==> config.mk <==
export PLATFORM = sky130hd
export DESIGN_NAME = obstacle_scanner
export DESIGN_NICKNAME = d
export VERILOG_FILES = /design/src/rtl/snake_pkg.sv /design/src/rtl/grid_walker.sv /design/src/rtl/obstacle_scanner.sv
export SDC_FILE = /design/constraint.sdc
export NUM_CORES = 1
export LEC_CHECK = 0
export ABC_AREA = 1
export ABC_CLOCK_PERIOD_IN_PS = 2000
export BUFFER_PORTS_ARGS = -buffer_cell sky130_fd_sc_hd__buf_4
export CAP_MARGIN = 25
export CORE_MARGIN = 1.5
export CORE_UTILIZATION = 25
export DETAILED_ROUTE_END_ITERATION = 16
export SYNTH_ARGS = -nofsm -noshare
export SYNTH_HDL_FRONTEND = slang
export SYNTH_SLANG_ARGS = --single-unit
export TNS_END_PERCENT = 1
==> constraint.sdc <==
create_clock -name clk -period 2 [get_ports clk]
set_clock_uncertainty 0.2 [all_clocks]
set_input_delay 0.3 -clock clk [delete_from_list [all_inputs] [get_ports clk]]
set_output_delay 0.3 -clock clk [all_outputs]
set_load 0.02 [all_outputs]
==> src/rtl/snake_pkg.sv <==
// snake_pkg: playfield geometry and scanner state type shared by map readers.
package snake_pkg;
    localparam int GRID_W = 14;
    localparam int GRID_H = 10;
    typedef logic [3:0] coord_t;
    typedef enum logic [1:0] {IDLE, QUERY, EMIT, DONE} scan_state_t;
endpackage

==> src/rtl/grid_walker.sv <==
// grid_walker: row-major raster counter over a W x H playfield, parked at (0,0) when idle.
module grid_walker
    import snake_pkg::*;
#(
    parameter int W = GRID_W,
    parameter int H = GRID_H
) (
    input  logic   clk,
    input  logic   nRst,
    input  logic   park,
    input  logic   clear,
    input  logic   step,
    output coord_t x,
    output coord_t y,
    output logic   last
);
    logic row_end;

    assign row_end = x == coord_t'(W);
    assign last    = row_end && y == coord_t'(H);

    // park wins over clear so an abort always leaves the counter at (0,0)
    always_ff @(posedge clk or negedge nRst) begin
        if (!nRst) begin
            x <= '0;
            y <= '0;
        end else if (park) begin
            x <= '0;
            y <= '0;
        end else if (clear) begin
            x <= coord_t'(1);
            y <= coord_t'(1);
        end else if (step) begin
            x <= row_end ? coord_t'(1) : x + coord_t'(1);
            y <= row_end ? y + coord_t'(1) : y;
        end
    end
endmodule

==> src/rtl/obstacle_scanner.sv <==
// obstacle_scanner: sweeps every playfield cell through the obstacle generator,
// streams {x, y, obs} records over valid/ready and checks the obstacle total.
module obstacle_scanner
    import snake_pkg::*;
#(
    parameter int GRID_W = snake_pkg::GRID_W,
    parameter int GRID_H = snake_pkg::GRID_H
) (
    input  logic       clk,
    input  logic       nRst,
    input  logic       start,
    input  logic       abort,
    input  logic       obstacle,
    input  logic [3:0] obstacleCount,
    output coord_t     x,
    output coord_t     y,
    output logic       cell_valid,
    input  logic       cell_ready,
    output coord_t     cell_x,
    output coord_t     cell_y,
    output logic       cell_obs,
    output logic       busy,
    output logic       done,
    output logic [7:0] found,
    output logic       mismatch
);
    scan_state_t state, state_next;
    logic walk_clear, walk_step, walk_park, walk_last;

    grid_walker #(.W(GRID_W), .H(GRID_H)) u_walker (
        .clk  (clk),
        .nRst (nRst),
        .park (walk_park),
        .clear(walk_clear),
        .step (walk_step),
        .x    (x),
        .y    (y),
        .last (walk_last)
    );

    always_comb begin
        state_next = state;
        walk_clear = 1'b0;
        walk_step  = 1'b0;
        case (state)
            IDLE: begin
                state_next = start ? QUERY : IDLE;
                walk_clear = start;
            end
            QUERY: state_next = EMIT;
            EMIT: begin
                state_next = cell_ready ? (walk_last ? DONE : QUERY) : EMIT;
                walk_step  = cell_ready && !walk_last;
            end
            default: state_next = IDLE;
        endcase
        if (abort) begin
            state_next = IDLE;
            walk_clear = 1'b0;
            walk_step  = 1'b0;
        end
        walk_park = state_next == IDLE;
    end

    always_ff @(posedge clk or negedge nRst) begin
        if (!nRst) begin
            state      <= IDLE;
            busy       <= 1'b0;
            done       <= 1'b0;
            cell_valid <= 1'b0;
            cell_x     <= '0;
            cell_y     <= '0;
            cell_obs   <= 1'b0;
            found      <= '0;
            mismatch   <= 1'b0;
        end else begin
            state      <= state_next;
            busy       <= state_next != IDLE;
            done       <= state_next == DONE;
            cell_valid <= state_next == EMIT;
            if (state == QUERY && !abort) begin
                cell_x   <= x;
                cell_y   <= y;
                cell_obs <= obstacle;
                found    <= found + {7'b0, obstacle};
            end
            if (walk_clear) begin
                found    <= '0;
                mismatch <= 1'b0;
            end
            // found is final once the last record is accepted, so the check lands on DONE entry
            if (state == EMIT && state_next == DONE)
                mismatch <= found != {4'b0, obstacleCount};
        end
    end
endmodule

==> impl_summary.log <==
[metrics] result of the run: finished clean
[metrics] count of antenna diodes in the layout: 0
[metrics] number of hold-repair buffers added at the cts stage: 1
[metrics] kind of launch point of the worst setup path: flip-flop
[metrics] post-synth net total: 202
[metrics] Seq/Total Area, Yosys: 47.6%
[metrics] die height: 83.8 um
[metrics] initial cell density of the core: 25.8%
[metrics] synth warn: 0
[metrics] Lkg Pwr: 0.00113 uW
[metrics] DRC violation count after routing: 0
[metrics] routed wire length: 3.88 mm
[metrics] placed instance area: 2000 um^2
[metrics] kind of end point of the critical path: flip-flop
[metrics] average detailed-routed wire length per instance: 12.6 um
[metrics] overflow left after global routing: 0
[metrics] TritonCTS clock tree: done
[metrics] data required time at the worst endpoint: 1.97 ns
[metrics] f_max: 552 MHz
[metrics] Clock Tree Buf Depth: 2
[metrics] Synth Register Bits: 31
[metrics] actual transition at the worst max-transition pin: 0.431 ns
[metrics] endpoints failing setup: 0
[metrics] filler cell count: 688
[metrics] post-synth top area share: 47.6%
[metrics] wire length of the first global-routing pass: 6.67 mm
[metrics] type of the tightest min-delay check: primary input to flip-flop
[metrics] clock root buffer: sky130_fd_sc_hd__clkbuf_8
[metrics] Core Region: 6310 um^2
[metrics] maximum cell stage delay along the critical path: 0.44 ns
[metrics] number of DRC markers in iteration 0: 113
[metrics] number of antenna violations at the first check in global routing: 0
[metrics] number of clock buffers inserted by TritonCTS: 5
[metrics] CP Max Fanout: 7
[metrics] most prevalent standard cell on the critical path: sky130_fd_sc_hd__o21ai_2
[metrics] residual antenna-violating net count after detailed routing: 0
[metrics] highest-count cells in the layout ignoring fill and taps: sky130_fd_sc_hd__nand2_1 (47), sky130_fd_sc_hd__buf_4 (42), sky130_fd_sc_hd__dfrtp_1 (31)
[metrics] Synth Instances: 186
[metrics] Post-Layout Inst Area: 2100 um^2
[metrics] maximum number of pins on one net before global-route repair: 32
[metrics] shortest period the worst path allows: 1.81 ns
[metrics] biggest area consumer among synthesized cells: sky130_fd_sc_hd__dfrtp_1
[metrics] signed area change from the synthesized netlist to the final layout: 28.9%
[metrics] total setup buffers inserted after CTS: 0
[metrics] # port buffers: 38
[metrics] delay-heaviest family, CP: flip-flops
[metrics] Die W: 83.8 um
[metrics] RSZ-0062 raised after global routing: no
[metrics] H-tree levels: 2
[metrics] DRT Pass-1 Iters: 4
[metrics] clock latency on the worst-skew pair: 0.28 ns
[metrics] cells along the critical path: inv_1 -> ha_1 -> nand3_2 -> o21ai_2 -> a21oi_2 -> buf_4 -> nand3_1 -> o21ai_2
[metrics] hold violation total from the final report: 0
[metrics] netlist area before placement: 1630 um^2
[metrics] GR Util All Layers: 11.9%
[metrics] Nets: 248
[metrics] standard-cell row count: 29
[metrics] leading cell type in the layout, fill and taps excluded: sky130_fd_sc_hd__nand2_1
[metrics] Mapped Avg Cell Area: 8.77 um^2
[metrics] detailed-placement wirelength estimate: 2.82 mm
[metrics] share of the clock period used by the worst path after layout: 90.5%
[metrics] count of cell types in the netlist: 29
[metrics] Final Max Tran Viols: 0
[metrics] RD Place Congestion: 0.804
[metrics] number of buffers and inverters on the critical path: 2
[metrics] fraction of final layout cells with drive strength greater than 1: 30.6%
[metrics] DR vias: 1404
[metrics] vias in the first global route: 1367
[metrics] total power divided by cell area: 676 nW/um^2
[metrics] Vias per Instance: 4.54
[metrics] clock transition at the register clock pins on the worst setup and hold paths after CTS: 0.07 ns
[metrics] Crit path arrival time: 1.78 ns
[metrics] Max-cap violations: 0
[metrics] TritonCTS Sinks: 31
[metrics] total die area: 7010 um^2
[metrics] kind of critical path: flip-flop to flip-flop
[metrics] worst supply voltage drop on vdd: 276 uV
[metrics] Max stage delay cell, worst path: sky130_fd_sc_hd__dfrtp_1
[metrics] Area contributors post-synth: sky130_fd_sc_hd__dfrtp_1 (48%), sky130_fd_sc_hd__nand2_1 (11%), sky130_fd_sc_hd__inv_1 (4.8%)
[metrics] Setup TNS: 0 ns
[metrics] post-cts sizing count: 0
[metrics] Boundary Pins: 39
[metrics] worst-case headroom to the max-slew limit: 71.1%
## cell type report
cell class | count | area, um^2 | share of cell area [%]
clock inverters | 1 | 5.00 | 0.238
well taps | 77 | 96.3 | 4.58
flip-flops and latches | 31 | 776 | 36.9
inverters | 23 | 87.6 | 4.17
repair buffers | 43 | 325 | 15.5
clock buffers | 6 | 82.6 | 3.93
multi-input cells | 128 | 729 | 34.7
## flip-flops by register name, indices dropped and copies added (netlist names)
signal and cells:
u_walker.y 4, cell_obs 1, u_walker.x 4, done 1, cell_x 4, cell_y 4, cell_valid 1, mismatch 1
found 8, busy 1, state 2
## synthesized netlist by cell type (all sizes together)
library cell	number
buf	3
xor2	3
clkinv	1
ha	6
a31o	1
nand4	10
a32o	1
nand3	15
nor2	13
nand2	53
clkbuf	1
o21ai	11
dfrtp	31
a21oi	5
a22o	1
nor3	3
or2	1
o211ai	1
inv	22
xnor2	4
## power by group
group	total (uW)	internal [uW]	switching, uW
Combinational	235	92.7	143
Sequential	685	658	27.0
Clock	500	270	230
Total	1420	1020	399
## worst paths after layout
| check | from | endpoint | slack, ns | cells past startpoint |
|---|---|---|---|---|
| worst max-delay path | u_walker.x[0] | u_walker.x[2] | 0.19 | 8 |
| worst min-delay path | obstacle | cell_obs | 0.03 | 3 |
| worst max register to register | u_walker.x[0] | u_walker.x[2] | 0.19 | 8 |
| worst min register to register | cell_x[1] | cell_x[1] | 0.28 | 2 |
| max in group asynchronous | nRst | cell_y[1] | 0.99 | 2 |
| min in group asynchronous | nRst | found[2] | 0.29 | 2 |
## stage by stage
stage	hold slack (ns)	instances	total power (uW)	setup WS, ns	util [%]
floorplan	-0.196	186	830	0.245	-
global placement	0.0633	301	934	0.281	31.7
detailed placement	0.0655	301	935	0.205	31.7
CTS	0.0282	309	1440	0.189	33.3
global route	0.0345	309	1490	0.0824	33.3
finish	0.0320	309	1420	0.190	33.3
## kinds of logic (layout without fill, tap and decap cells)
kind of cell             after synthesis  after routing  share of synthesized area (%)
AO/OA/AOI/OAI                         20             20                           8.52
XOR/XNOR                               7              7                           3.76
adder cells (fa/ha/maj)                6              6                           4.60
buffers and inverters                 27             73                           7.67
flip-flops                            31             31                           47.6
AND/OR/NAND/NOR                       95             95                           27.9
## layer usage
layer / vias to the layer above / routed length [um] / GRT usage [%]
li1: 696 / - / -
met1: 674 / 1960 / 16.5
met2: 29 / 1720 / 18.2
met3: 5 / 171 / 2.97
met4: 0 / 35 / 3.73
met5: - / 0 / 0
## tightest hold or removal path, cell delays in order
cell and delay, ns:
sky130_fd_sc_hd__buf_4 0.09, sky130_fd_sc_hd__nand2_1 0.04, sky130_fd_sc_hd__nand2_1 0.05
Power figures use the tool's default switching activity.
